==> config.mk <==
export PLATFORM = sky130hd
export DESIGN_NAME = keypad_scanner
export DESIGN_NICKNAME = d
export VERILOG_FILES = /design/src/rtl/keypad_pkg.sv /design/src/rtl/sync_2ff.sv /design/src/rtl/keypad_scanner.sv
export SDC_FILE = /design/constraint.sdc
export NUM_CORES = 1
export LEC_CHECK = 0
export BUFFER_PORTS_ARGS = -buffer_cell sky130_fd_sc_hd__buf_2
export CAP_MARGIN = 10
export CORE_MARGIN = 2
export CORE_UTILIZATION = 62
export DETAILED_ROUTE_END_ITERATION = 8
export GPL_TIMING_DRIVEN = 0
export PLACE_DENSITY = 0.83
export SETUP_SLACK_MARGIN = 0.3
export SLEW_MARGIN = 20
export SYNTH_ARGS = -nofsm -noshare
export SYNTH_HDL_FRONTEND = slang
export SYNTH_SLANG_ARGS = --single-unit
export TNS_END_PERCENT = 100
==> constraint.sdc <==
create_clock -name CLK -period 4.75 [get_ports CLK]
set_clock_uncertainty 0.05 [all_clocks]
set_input_delay 0.475 -clock CLK [delete_from_list [all_inputs] [get_ports CLK]]
set_output_delay 0.475 -clock CLK [all_outputs]
set_load 0.05 [all_outputs]
==> src/rtl/keypad_pkg.sv <==
// Shared types and keymap for the 4x4 matrix keypad scanner.
// Pure declarations: no latency, no flow control.
package keypad_pkg;

  typedef enum logic [1:0] {
    SCAN     = 2'd0,
    DEBOUNCE = 2'd1,
    PRESSED  = 2'd2,
    RELEASE  = 2'd3
  } state_e;

  localparam logic [3:0] ROWS_IDLE = 4'b1111;

  // Keypad legend: digits as themselves, A-D as 10-13, '*' as 14, '#' as 15.
  function automatic logic [3:0] keymap(input logic [1:0] row, input logic [1:0] col);
    logic [3:0] code;
    code = 4'd0;
    case ({row, col})
      4'b00_00: code = 4'd1;
      4'b00_01: code = 4'd2;
      4'b00_10: code = 4'd3;
      4'b00_11: code = 4'd10;
      4'b01_00: code = 4'd4;
      4'b01_01: code = 4'd5;
      4'b01_10: code = 4'd6;
      4'b01_11: code = 4'd11;
      4'b10_00: code = 4'd7;
      4'b10_01: code = 4'd8;
      4'b10_10: code = 4'd9;
      4'b10_11: code = 4'd12;
      4'b11_00: code = 4'd14;
      4'b11_01: code = 4'd0;
      4'b11_10: code = 4'd15;
      4'b11_11: code = 4'd13;
      default:  code = 4'd0;
    endcase
    return code;
  endfunction

  // True when exactly one row line is pulled low (single key in the column).
  function automatic logic single_low(input logic [3:0] rows);
    logic hit;
    case (rows)
      4'b1110, 4'b1101, 4'b1011, 4'b0111: hit = 1'b1;
      default:                            hit = 1'b0;
    endcase
    return hit;
  endfunction

  // Index of the low row line; only meaningful when single_low() holds.
  function automatic logic [1:0] low_index(input logic [3:0] rows);
    logic [1:0] idx;
    case (rows)
      4'b1101: idx = 2'd1;
      4'b1011: idx = 2'd2;
      4'b0111: idx = 2'd3;
      default: idx = 2'd0;
    endcase
    return idx;
  endfunction

endpackage

==> src/rtl/sync_2ff.sv <==
// Two-flop synchronizer for asynchronous front-panel inputs; resets to all-ones (idle pull-up).
// Latency 2 cycles; no flow control.
module sync_2ff #(
  parameter int WIDTH = 1
) (
  input  logic             clk,
  input  logic             rst_n,
  input  logic [WIDTH-1:0] d,
  output logic [WIDTH-1:0] q
);

  logic [WIDTH-1:0] meta_q;
  logic [WIDTH-1:0] sync_q;

  always_ff @(posedge clk or negedge rst_n) begin
    if (!rst_n) begin
      meta_q <= '1;
      sync_q <= '1;
    end else begin
      meta_q <= d;
      sync_q <= meta_q;
    end
  end

  assign q = sync_q;

endmodule

==> src/rtl/keypad_scanner.sv <==
// 4x4 active-low keypad scanner: one KEY_PRESS pulse + ITEM_CODE per debounced press.
// Latency <= 2 + 4*SCAN_CYCLES + DEBOUNCE_CYCLES + 1 cycles; no backpressure, pulse is fire-and-forget.
module keypad_scanner
  import keypad_pkg::*;
#(
  parameter int SCAN_CYCLES     = 4,
  parameter int DEBOUNCE_CYCLES = 8,
  parameter int CNT_W           = 8
) (
  input  logic       CLK,
  input  logic       RESET_N,
  input  logic [3:0] ROW_IN,
  output logic [3:0] COL_OUT,
  output logic       KEY_PRESS,
  output logic [3:0] ITEM_CODE,
  output logic       KEY_HELD
);

  localparam logic [CNT_W-1:0] SCAN_LAST = CNT_W'(SCAN_CYCLES - 1);
  localparam logic [CNT_W-1:0] DEB_LAST  = CNT_W'(DEBOUNCE_CYCLES - 1);
  localparam logic [CNT_W-1:0] CNT_ONE   = CNT_W'(1);

  logic [3:0] rows_s;

  state_e           state_q, state_d;
  logic [1:0]       col_q, col_d;
  logic [CNT_W-1:0] cnt_q, cnt_d;
  logic [3:0]       row_pat_q, row_pat_d;
  logic [1:0]       row_idx_q, row_idx_d;
  logic             key_press_q, key_press_d;
  logic [3:0]       item_code_q, item_code_d;
  logic             key_held_q, key_held_d;

  sync_2ff #(
    .WIDTH(4)
  ) u_row_sync (
    .clk  (CLK),
    .rst_n(RESET_N),
    .d    (ROW_IN),
    .q    (rows_s)
  );

  always_ff @(posedge CLK or negedge RESET_N) begin
    if (!RESET_N) begin
      state_q     <= SCAN;
      col_q       <= 2'd0;
      cnt_q       <= '0;
      row_pat_q   <= ROWS_IDLE;
      row_idx_q   <= 2'd0;
      key_press_q <= 1'b0;
      item_code_q <= 4'd0;
      key_held_q  <= 1'b0;
    end else begin
      state_q     <= state_d;
      col_q       <= col_d;
      cnt_q       <= cnt_d;
      row_pat_q   <= row_pat_d;
      row_idx_q   <= row_idx_d;
      key_press_q <= key_press_d;
      item_code_q <= item_code_d;
      key_held_q  <= key_held_d;
    end
  end

  always_comb begin
    state_d     = state_q;
    col_d       = col_q;
    cnt_d       = cnt_q;
    row_pat_d   = row_pat_q;
    row_idx_d   = row_idx_q;
    key_press_d = 1'b0;
    item_code_d = item_code_q;
    key_held_d  = key_held_q;

    case (state_q)
      SCAN: begin
        if (cnt_q == SCAN_LAST) begin
          cnt_d = '0;
          // Multi-key (ghost) patterns are dropped just like an idle column.
          if (single_low(rows_s)) begin
            row_pat_d = rows_s;
            row_idx_d = low_index(rows_s);
            state_d   = DEBOUNCE;
          end else begin
            col_d = col_q + 2'd1;
          end
        end else begin
          cnt_d = cnt_q + CNT_ONE;
        end
      end

      DEBOUNCE: begin
        if (rows_s != row_pat_q) begin
          state_d = SCAN;
          col_d   = col_q + 2'd1;
          cnt_d   = '0;
        end else if (cnt_q == DEB_LAST) begin
          // Outputs are loaded here so they are visible during the PRESSED cycle.
          state_d     = PRESSED;
          cnt_d       = '0;
          key_press_d = 1'b1;
          item_code_d = keymap(row_idx_q, col_q);
          key_held_d  = 1'b1;
        end else begin
          cnt_d = cnt_q + CNT_ONE;
        end
      end

      PRESSED: begin
        state_d = RELEASE;
        cnt_d   = '0;
      end

      RELEASE: begin
        // Any key in the held column restarts the release window: no auto-repeat.
        if (rows_s != ROWS_IDLE) begin
          cnt_d = '0;
        end else if (cnt_q == DEB_LAST) begin
          state_d    = SCAN;
          key_held_d = 1'b0;
          col_d      = col_q + 2'd1;
          cnt_d      = '0;
        end else begin
          cnt_d = cnt_q + CNT_ONE;
        end
      end

      default: begin
        state_d = SCAN;
        cnt_d   = '0;
      end
    endcase
  end

  assign COL_OUT   = ~(4'b0001 << col_q);
  assign KEY_PRESS = key_press_q;
  assign ITEM_CODE = item_code_q;
  assign KEY_HELD  = key_held_q;

endmodule

==> results.md, run 1 <==
* Worst path arrival time at ~1.5 ns
* CTS buffer count at 5
* DRC violations left at 0
* Post-CTS Hold Fix Bufs at 0
* First-pass GRT wire length at 4820 um
* DRT Pass-1 Iters at 4
* FF-to-FF Start: u_row_sync.q[1]$_DFF_PN1_
* Grt ovf at 0
* CTS tree: done
* Fraction of layout cells with a size suffix above 1 at 0.365
* Setup Viol. Count Final at 0
* Layout area overhead at 10.4%
* Total GRT Usage at 0.202
* Post-synth top area cell: dfrtp_1
* CP Launch Point: col_q[0]$_DFFE_PN0P_
* Routed Antenna Nets at 0
* DRT Wirelength at ~2800 um
* Net Count, Synth at 157
* Average vias per placed instance at 5.69
* Async SR Flop Fraction at 1.00
* CP required at 4.22 ns
* PortBufs at 15
* Top cell type's share of synthesized area at 0.300
* Synth top cells by count: 20 x dfrtp_1, 14 x nor2_1, 12 x dfstp_2, 11 x mux2_4, 10 x nand2_1
* IO Count at 16
* CTS sink cnt at 32
* Initial antenna violation count at 0
* Setup CP Type: register to primary output
* Root Buffer Master: clkbuf_4
* Worst setup path end: COL_OUT[0]
* Max Clk Rate at between 0.4 and 0.5 GHz
* R2R cell count at 6
* Die Span X at 55.9 um
* Via count at 1,120
* Resize count post-CTS at 0
* Startpoint types: register
* Outcome: finished, final reports clean
* Initial Util at 0.662
* Core area at 2520 um2
* CTS H-tree depth at 2
* Post-synthesis sequential area ratio at 0.489
* Max-slew headroom at 0.554
* Final core occ at 0.731
* Cell with the most instances after synthesis: dfrtp_1
* Vias in the first global route at 1,096
* Postcts setup bufs at 0
* Final hold viol count at 0
* Layout Nets at 179
* Area of the die at 3120 um2
* Unique masters post-synth at 37
* Detailed Place HPWL at 2020 um
* Final period util at 0.429
* Slack of the worst reg-to-reg path at ~2.9 ns
* Drt wl/cell at 14.3 um
* PD cells at approximately 570 nW/um2
* Final worst path period need at around 2 ns
* Max-Cap Viols at 0
* P_leak at 0.913 nW
* Setup TNS at 0 ns
* Peak supply drop at 450 uV
* Post-synth EDFFs at 0
* Gate Count Post-Synth at between 100 and 150
* Top_reg_cell synth: dfrtp_1
* Mapped cell area at 1670 um2
* R2r endpoint: col_q[1]$_DFFE_PN0P_
* Hold Path Class: primary input to async pin
* Final Wtd Congestion at 0.844
* Mean Syn Cell Area at about 12 um2
* Crit. End Element: primary output
* Synthesized flop and latch total at 32
* Area contributors post-synth: dfrtp_1 30%, dfstp_2 19%, mux2_4 9.9%
* Worst slew pin tran at 0.670 ns
* Antenna cells at 0
* Unrepaired setup endpoints after global routing: false
* Cell Rows at 18
* Worst skew pair latency at approximately 0.34 ns
* Starting DRT DRC Count at 49
* Die height at roughly 56 um
* Register clock-pin slew on the reported worst setup and hold paths at between 0.1 and 0.15 ns
* Max Slew Vio Count at 0
* Synth warn at 0
* Crit path max fanout at 7
* Final Power at 1.05 mW
* Clock tree buffer depth at 2
* Largest net degree at the start of global routing at 33
==> logic make-up (layout without fill, tap and decap cells) <==
| logic type | Yosys count | in the layout | synth area share |
|---|---|---|---|
| compound gates | 18 | 18 | 0.0765 |
| xor+xnor | 12 | 12 | 0.0630 |
| fa+ha+maj | 7 | 7 | 0.0525 |
| buf+inv | 15 | 38 | 0.0435 |
| flops | 32 | 32 | 0.489 |
| mux | 13 | 13 | 0.111 |
| simple gates | 47 | 47 | 0.165 |
==> power by group <==
part / switching [mW] / total (mW) / leakage (nW) / internal, mW
sequential: 0.0664 / 0.418 / 0.394 / 0.351
clock: 0.102 / 0.160 / 0.0274 / 0.0581
combinational: 0.281 / 0.476 / 0.492 / 0.195
==> worst max-delay path, stage by stage (launching register included) <==
cell     delay [ns]
dfrtp_1        0.50
inv_1          0.15
ha_1           0.23
inv_1          0.05
buf_2          0.25
==> layer usage <==
metal,part of all wire,global-route usage,vias to the layer above
met5,0,0,-
met4,0.032,0.0850,0
met3,0.043,0.0628,12
met2,0.53,0.355,28
met1,0.39,0.226,548
li1,-,-,532
==> flip-flops by register name (all words and copies together), names as in the netlist, named ones only <==
name               flops
KEY_PRESS              1
cnt_q                  8
u_row_sync.meta_q      4
state_q                1
ITEM_CODE              4
KEY_HELD               1
col_q                  2
row_pat_q              4
u_row_sync.q           4
row_idx_q              2
==> cells in the final DEF (no fill, tap or decap), types with 3 or more instances in the layout <==
| cell | n |
|---|---|
| dfstp_2 | 12 |
| ha_1 | 7 |
| buf_2 | 15 |
| dfrtp_1 | 20 |
| nand3_1 | 5 |
| inv_1 | 9 |
| clkbuf_4 | 5 |
| and3_1 | 3 |
| nor2_1 | 14 |
| a21oi_1 | 3 |
| xnor2_1 | 3 |
| nand2_1 | 10 |
| o21ai_0 | 7 |
| xor2_1 | 9 |
| mux2_4 | 11 |
==> area by class of cell <==
| cell class | instances | area, um2 |
|---|---|---|
| tap | 30 | 37.5 |
| clock buffer | 5 | 37.5 |
| buffer | 6 | 38.8 |
| sequential | 32 | 816 |
| multi-input combinational | 97 | 781 |
| timing repair buffer | 15 | 75.1 |
| fill | 189 | 679 |
| clock inverter | 3 | 23.8 |
| inverter | 9 | 33.8 |
==> per-stage QoR <==
stage          hold WS, ns  worst slack [ns]  instances  cell area [um2]
2_1_floorplan        0.129              3.04        144             1670
3_3_place_gp         0.295              2.97        189             1780
3_5_place_dp         0.297              2.94        189             1780
4_1_cts              0.128              2.71        197             1840
5_1_grt              0.146              2.63        197             1840
6_report             0.107              2.71        197             1840
==> how the worst min path moves through the flow <==
stage	from	endpoint	slack (ns)	cells past startpoint
6_report	RESET_N	cnt_q[1]$_DFF_PN0_	0.11	1
5_1_grt	RESET_N	cnt_q[1]$_DFF_PN0_	0.15	1
4_1_cts	RESET_N	cnt_q[1]$_DFF_PN0_	0.13	1
3_5_place_dp	u_row_sync.meta_q[2]$_DFF_PN1_	u_row_sync.q[2]$_DFF_PN1_	0.30	0
3_3_place_gp	u_row_sync.meta_q[2]$_DFF_PN1_	u_row_sync.q[2]$_DFF_PN1_	0.30	0
2_1_floorplan	RESET_N	ITEM_CODE[0]$_DFFE_PN0P_	0.13	0
Power figures use the tool's default switching activity.
==> run 2, diff against run 1 <==
--- a/config.mk
+++ b/config.mk
@@ -8,10 +8,10 @@
 export BUFFER_PORTS_ARGS = -buffer_cell sky130_fd_sc_hd__buf_2
 export CAP_MARGIN = 10
 export CORE_MARGIN = 2
-export CORE_UTILIZATION = 62
+export CORE_UTILIZATION = 58
 export DETAILED_ROUTE_END_ITERATION = 8
 export GPL_TIMING_DRIVEN = 0
-export PLACE_DENSITY = 0.83
+export PLACE_DENSITY = 0.78
 export SETUP_SLACK_MARGIN = 0.3
 export SLEW_MARGIN = 20
 export SYNTH_ARGS = -nofsm -noshare
==> constraint.sdc (replaced) <==
create_clock -name CLK -period 2.08 [get_ports CLK]
set_clock_uncertainty 0.05 [all_clocks]
set_input_delay 0.208 -clock CLK [delete_from_list [all_inputs] [get_ports CLK]]
set_output_delay 0.208 -clock CLK [all_outputs]
set_load 0.05 [all_outputs]
==> run 2 against run 1 <==
  * Combinational power rose to 2.6 times the previous value
  * Final area grew 12%
  * Sequential power is 130% higher
  * Critical path type is now register to register
  * Critical endpoint is now ITEM_CODE[0]$_DFFE_PN0P_
  * Largest power group unchanged
  * Highest routed layer unchanged
==> results.md, run 2 (synthesis results as in run 1) <==
* Final period util at 0.879
* Vias in the first global route at 1,148
* DRT Pass-1 Iters at 4
* Crit path max fanout at 7
* Slack of the worst reg-to-reg path at 0.25 ns
* Final hold viol count at 0
* Startpoint types: register
* Via count at 1,181
* DRT Wirelength at 3210 um
* Routed Antenna Nets at 0
* Max-slew headroom at 0.538
* Largest net degree at the start of global routing at 33
* CTS tree: done
* Crit. End Element: register
* Final core occ at 0.752
* Layout area overhead at 23.2%
* Area of the die at 3320 um2
* Peak supply drop at 1370 uV
* R2R cell count at 5
* Final worst slack at 0.251 ns
* Final Power at 2.72 mW
* Drt wl/cell at 15.3 um
* Fin cells at 210
* Most frequent cells in the layout: 19 x dfrtp_1, 15 x buf_2, 14 x nor2_1
* Detailed Place HPWL at 2040 um
* Cell Rows at 19
* CTS sink cnt at 32
* Root Buffer Master: clkbuf_4
* Setup WS pre-CTS at 0.226 ns
* Worst slew pin tran at slightly below 0.7 ns
* Outcome: finished, final reports clean
* First-pass GRT wire length at slightly above 5000 um
* CP Launch Point: u_row_sync.q[0]$_DFF_PN1_
* Final Wtd Congestion at 0.821
* CTS H-tree depth at 2
* Setup CP Type: register to register
* IO Count at 16
* Die Span X at ~58 um
* Worst path arrival time at 1.99 ns
* Antenna cells at 0
* Setup Viol. Count Final at 0
* Hold Path Cell Cnt at 0
* Commonest non-fill, non-tap cell in the layout: dfrtp_1
* Hold Path Class: register to register
* CP required at 2.24 ns
* CTS buffer count at 5
* Die height at 57.6 um
* Average vias per placed instance at 5.62
* Largest register FFs at 8
* Register clock-pin slew on the reported worst setup and hold paths at 0.10 ns
* Max Slew Vio Count at 0
* Unrepaired setup endpoints after global routing: true
* R2r endpoint: ITEM_CODE[0]$_DFFE_PN0P_
* Clock tree buffer depth at 2
* Fraction of layout cells with a size suffix above 1 at 0.425
* Total GRT Usage at 0.204
* Biggest register: cnt_q
* FF-to-FF Start: u_row_sync.q[0]$_DFF_PN1_
* # placed instances at 190
* PortBufs at 15
* Hold Path End: u_row_sync.q[0]$_DFF_PN1_
* Final worst path period need at 1.83 ns
* PD cells at 1320 nW/um2
* Grt ovf at 0
* Core area at about 2700 um2
* Worst Hold Launch: u_row_sync.meta_q[0]$_DFF_PN1_
* Worst skew pair latency at 0.32 ns
* Max Clk Rate at 0.547 GHz
* Initial antenna violation count at 0
* Initial Util at 0.611
* Layout Nets at 191
* Starting DRT DRC Count at 22
* Max-Cap Viols at 0
* P_leak at 0.987 nW
* DRC violations left at 0
* # fillers at approximately 170
* Setup TNS at 0 ns
[run 2: cell count changes in the layout (fill, tap and decap cells not counted), sizes merged]
cell / delta
dlygate4sd3: +5
bufinv: +1
clkinvlp: -2
clkbuf: +1
clkinv: -1
buf: +8
[run 2: how the worst max path moves through the flow]
stage                               end  slack [ns]  cells past startpoint
2_1_floorplan  row_idx_q[0]$_DFFE_PN0P_        0.37                      6
3_3_place_gp   row_idx_q[0]$_DFFE_PN0P_        0.30                      6
3_5_place_dp       col_q[1]$_DFFE_PN0P_        0.23                      6
4_1_cts            col_q[1]$_DFFE_PN0P_        0.29                      5
5_1_grt            col_q[1]$_DFFE_PN0P_        0.17                      6
6_report       ITEM_CODE[0]$_DFFE_PN0P_        0.25                      5
[run 2: timing repair]
item | 4_1_cts | 5_1_grt
gates resized for setup | 7 | 9
endpoints found under the hold margin | 24 | 0
hold buffers | 5 | 0
endpoints found under the setup margin | 12 | 19
pin swaps | 5 | 7
buffers inserted | 1 | 6
[run 2: cell type report]
cell class	instances	area, um2	area share
multi-input combinational	97	841	0.409
sequential	32	817	0.397
timing repair buffer	27	178	0.0864
clock buffer	7	65.1	0.0316
buffer	6	52.6	0.0256
tap	31	38.8	0.0189
inverter	9	33.8	0.0164
clock inverter	1	30.0	0.0146
[run 2: through the flow]
| stage | hold slack [ns] | area [um2] |
|---|---|---|
| floorplan | -0.138 | 1670 |
| global placement | 0.223 | 1780 |
| detailed placement | 0.234 | 1780 |
| CTS | 0.306 | 1970 |
| global route | 0.311 | 2060 |
| finish | 0.304 | 2060 |
[run 2: metal layers]
layer,GRT usage,share of wire,up-vias
met2,0.346,0.53,33
met5,0,0,-
met1,0.237,0.40,584
met4,0.0930,0.031,0
li1,-,-,556
met3,0.0625,0.034,8
[run 2: power breakdown]
part | internal [mW] | total, mW | switching, mW
clock network | 0.319 | 0.525 | 0.206
logic | 0.523 | 1.23 | 0.705
registers | 0.805 | 0.965 | 0.160
total | 1.65 | 2.72 | 1.07
[run 2: critical path: stages (launching register included)]
cell	delay, ns
dfstp_2	0.63
xor2_2	0.09
nor3_2	0.27
and3_4	0.29
nand2_8	0.08
mux2_4	0.31
==> run 3, diff against run 2 <==
--- a/config.mk
+++ b/config.mk
@@ -5,13 +5,15 @@
 export SDC_FILE = /design/constraint.sdc
 export NUM_CORES = 1
 export LEC_CHECK = 0
+export ABC_AREA = 0
 export BUFFER_PORTS_ARGS = -buffer_cell sky130_fd_sc_hd__buf_2
 export CAP_MARGIN = 10
 export CORE_MARGIN = 2
-export CORE_UTILIZATION = 58
+export CORE_UTILIZATION = 61
+export CTS_BUF_LIST = sky130_fd_sc_hd__clkbuf_8
 export DETAILED_ROUTE_END_ITERATION = 8
 export GPL_TIMING_DRIVEN = 0
-export PLACE_DENSITY = 0.78
+export PLACE_DENSITY = 0.82
 export SETUP_SLACK_MARGIN = 0.3
 export SLEW_MARGIN = 20
 export SYNTH_ARGS = -nofsm -noshare
==> run 3 against run 2 <==
  * Core utilization grew 7.1 points
  * Highest routed layer unchanged
  * Sequential cell count unchanged
  * First-iteration DRC count up 120%
  * Critical endpoint is now col_q[1]$_DFFE_PN0P_
  * Maximum frequency shrank 2.5%
  * Register-to-register slack got worse by 0.05 ns
==> results.md, run 3 (synthesis results as in run 1) <==
* Outcome: finished, final reports clean
* Largest net degree at the start of global routing at 33
* Area of the die at 3170 um2
* Worst skew pair latency at just under 0.3 ns
* Setup WS pre-CTS at 0.257 ns
* Worst slew pin tran at 0.690 ns
* Cell Rows at 18
* Final worst path period need at 1.88 ns
* Startpoint types: register
* Starting DRT DRC Count at 49
* CP required at around 2.2 ns
* Layout area overhead at 25.5%
* Final worst slack at 0.205 ns
* Most frequent cells in the layout: 19 x dfrtp_1, 15 x buf_2, 12 x nor2_1, 12 x dfstp_2, 11 x mux2_4
* Switch Pwr at 1.13 mW
* Grt ovf at 0
* Final Power at 2.89 mW
* Total GRT Usage at 0.224
* Final Cell Area at ~2100 um2
* R2R cell count at 6
* Antenna cells at 0
* Crit path max fanout at 7
* Hold Path End: u_row_sync.q[0]$_DFF_PN1_
* First-pass GRT wire length at 5360 um
* Max-Cap Viols at 0
* Peak supply drop at 1140 uV
* CP Launch Point: u_row_sync.q[3]$_DFF_PN1_
* Hold Path Class: register to register
* Clock tree buffer depth at 2
* Worst path arrival time at 2.01 ns
* Clock power share at 0.226
* CTS tree: done
* Crit. End Element: register
* PortBufs at 15
* Initial antenna violation count at 0
* Comb power frac at 0.438
* FF/Latch Area at 817 um2
* Layout Nets at 189
* P_leak at 0.991 nW
* # placed instances at 189
* Setup TNS at 0 ns
* Crit-path max cell delay at 0.54 ns
* Ordered list of cells on the worst path: buf_6 > and4_1 > nand4_1 > nand3_2 > o211ai_4 > mux2_4
* Hold Path Cell Cnt at 0
* Die height at 56.3 um
* CTS buffer count at 5
* IO Count at 16
* DRT Pass-1 Iters at 4
* CTS H-tree depth at 2
* Largest register FFs at 8
* DP Area at 1780 um2
* Register clock-pin slew on the reported worst setup and hold paths at 0.07 ns
* Fin cells at 207
* Final hold viol count at 0
* Flop pwr share at 0.335
* Final Wtd Congestion at 0.809
* PD cells at between 1000 and 1500 nW/um2
* Routed Antenna Nets at 0
* R2r endpoint: col_q[1]$_DFFE_PN0P_
* DRT Wirelength at 3510 um
* Commonest non-fill, non-tap cell in the layout: dfrtp_1
* Drt wl/cell at 16.9 um
* Setup Viol. Count Final at 0
* Vias in the first global route at around 1,200
* # fillers at 146
* Multi-input logic area at 865 um2
* Average vias per placed instance at 5.73
* Initial Util at 0.656
* Final period util at 0.902
* Max Slew Vio Count at 0
* Biggest register: cnt_q
* Fraction of layout cells with a size suffix above 1 at 0.435
* Max Clk Rate at 0.533 GHz
* CTS sink cnt at 32
* Pint at between 1.5 and 2 mW
* Setup CP Type: register to register
* Detailed Place HPWL at 1830 um
* Crit path max-delay cell type: dfstp_2
* Slack of the worst reg-to-reg path at 0.20 ns
* Net Sw Frac at 0.392
* Root Buffer Master: clkbuf_8
* FF-to-FF Start: u_row_sync.q[3]$_DFF_PN1_
* Unrepaired setup endpoints after global routing: true
* Die Span X at about 56 um
* Core area at roughly 2500 um2
* Worst Hold Launch: u_row_sync.meta_q[0]$_DFF_PN1_
* DRC violations left at 0
* Via count at 1,186
* Max-slew headroom at 0.540
[run 3: cell count changes in the layout (fill, tap and decap cells not counted), sizes merged]
cell and delta:
buf -2
[run 3: power by group through the flow]
stage,clock network [mW],logic (mW),registers [mW]
5_1_grt,0.685,1.39,0.988
6_report,0.654,1.27,0.968
4_1_cts,0.658,1.12,0.948
2_1_floorplan,0,0.854,0.956
3_5_place_dp,0,1.08,0.954
3_3_place_gp,0,1.04,0.943
[run 3: worst max-delay path, delay by kind of cell, from the launching register on]
family                 cells  cell delay, ns
AOI/OAI and AO/OA          1            0.10
buffers and inverters      1            0.13
DFF                        1            0.54
muxes                      1            0.31
and+or+nand+nor            3            0.65
[run 3: metal layers]
| layer | part of all wire | track usage | vias up |
|---|---|---|---|
| li1 | - | - | 554 |
| met1 | 0.41 | 0.266 | 582 |
| met2 | 0.52 | 0.371 | 38 |
| met3 | 0.048 | 0.0691 | 12 |
| met4 | 0.025 | 0.105 | 0 |
| met5 | 0 | 0 | - |
[run 3: timing repair]
action                     in CTS  in global routing
buffers inserted                1                  4
hold buffers                    5                  0
hold endpoints to repair       24                  0
pin swaps                       3                 16
setup endpoints to repair       7                 21
resized for setup               5                 16
[run 3: per-stage QoR]
step	utilization	hold slack (ns)
after floorplan	-	-0.138
after global placement	0.700	0.224
after detailed placement	0.700	0.231
after CTS	0.784	0.301
after global routing	0.823	0.306
final	0.823	0.293
[run 3: how the worst max path moves through the flow]
stage                                           to  slack, ns
after floorplan           row_idx_q[0]$_DFFE_PN0P_       0.37
after global placement    row_idx_q[1]$_DFFE_PN0P_       0.30
after detailed placement  row_idx_q[0]$_DFFE_PN0P_       0.26
after CTS                 row_idx_q[1]$_DFFE_PN0P_       0.29
after global routing          col_q[1]$_DFFE_PN0P_       0.15
final                         col_q[1]$_DFFE_PN0P_       0.20
[run 3: layout make-up]
class | instances | share of cell area
plain buffers | 6 | 0.0251
inverters | 9 | 0.0161
repair buffers | 25 | 0.0777
clock buffers | 7 | 0.0460
well taps | 30 | 0.0179
flip-flops and latches | 32 | 0.390
clock inverters | 1 | 0.0143
multi-input cells | 97 | 0.413
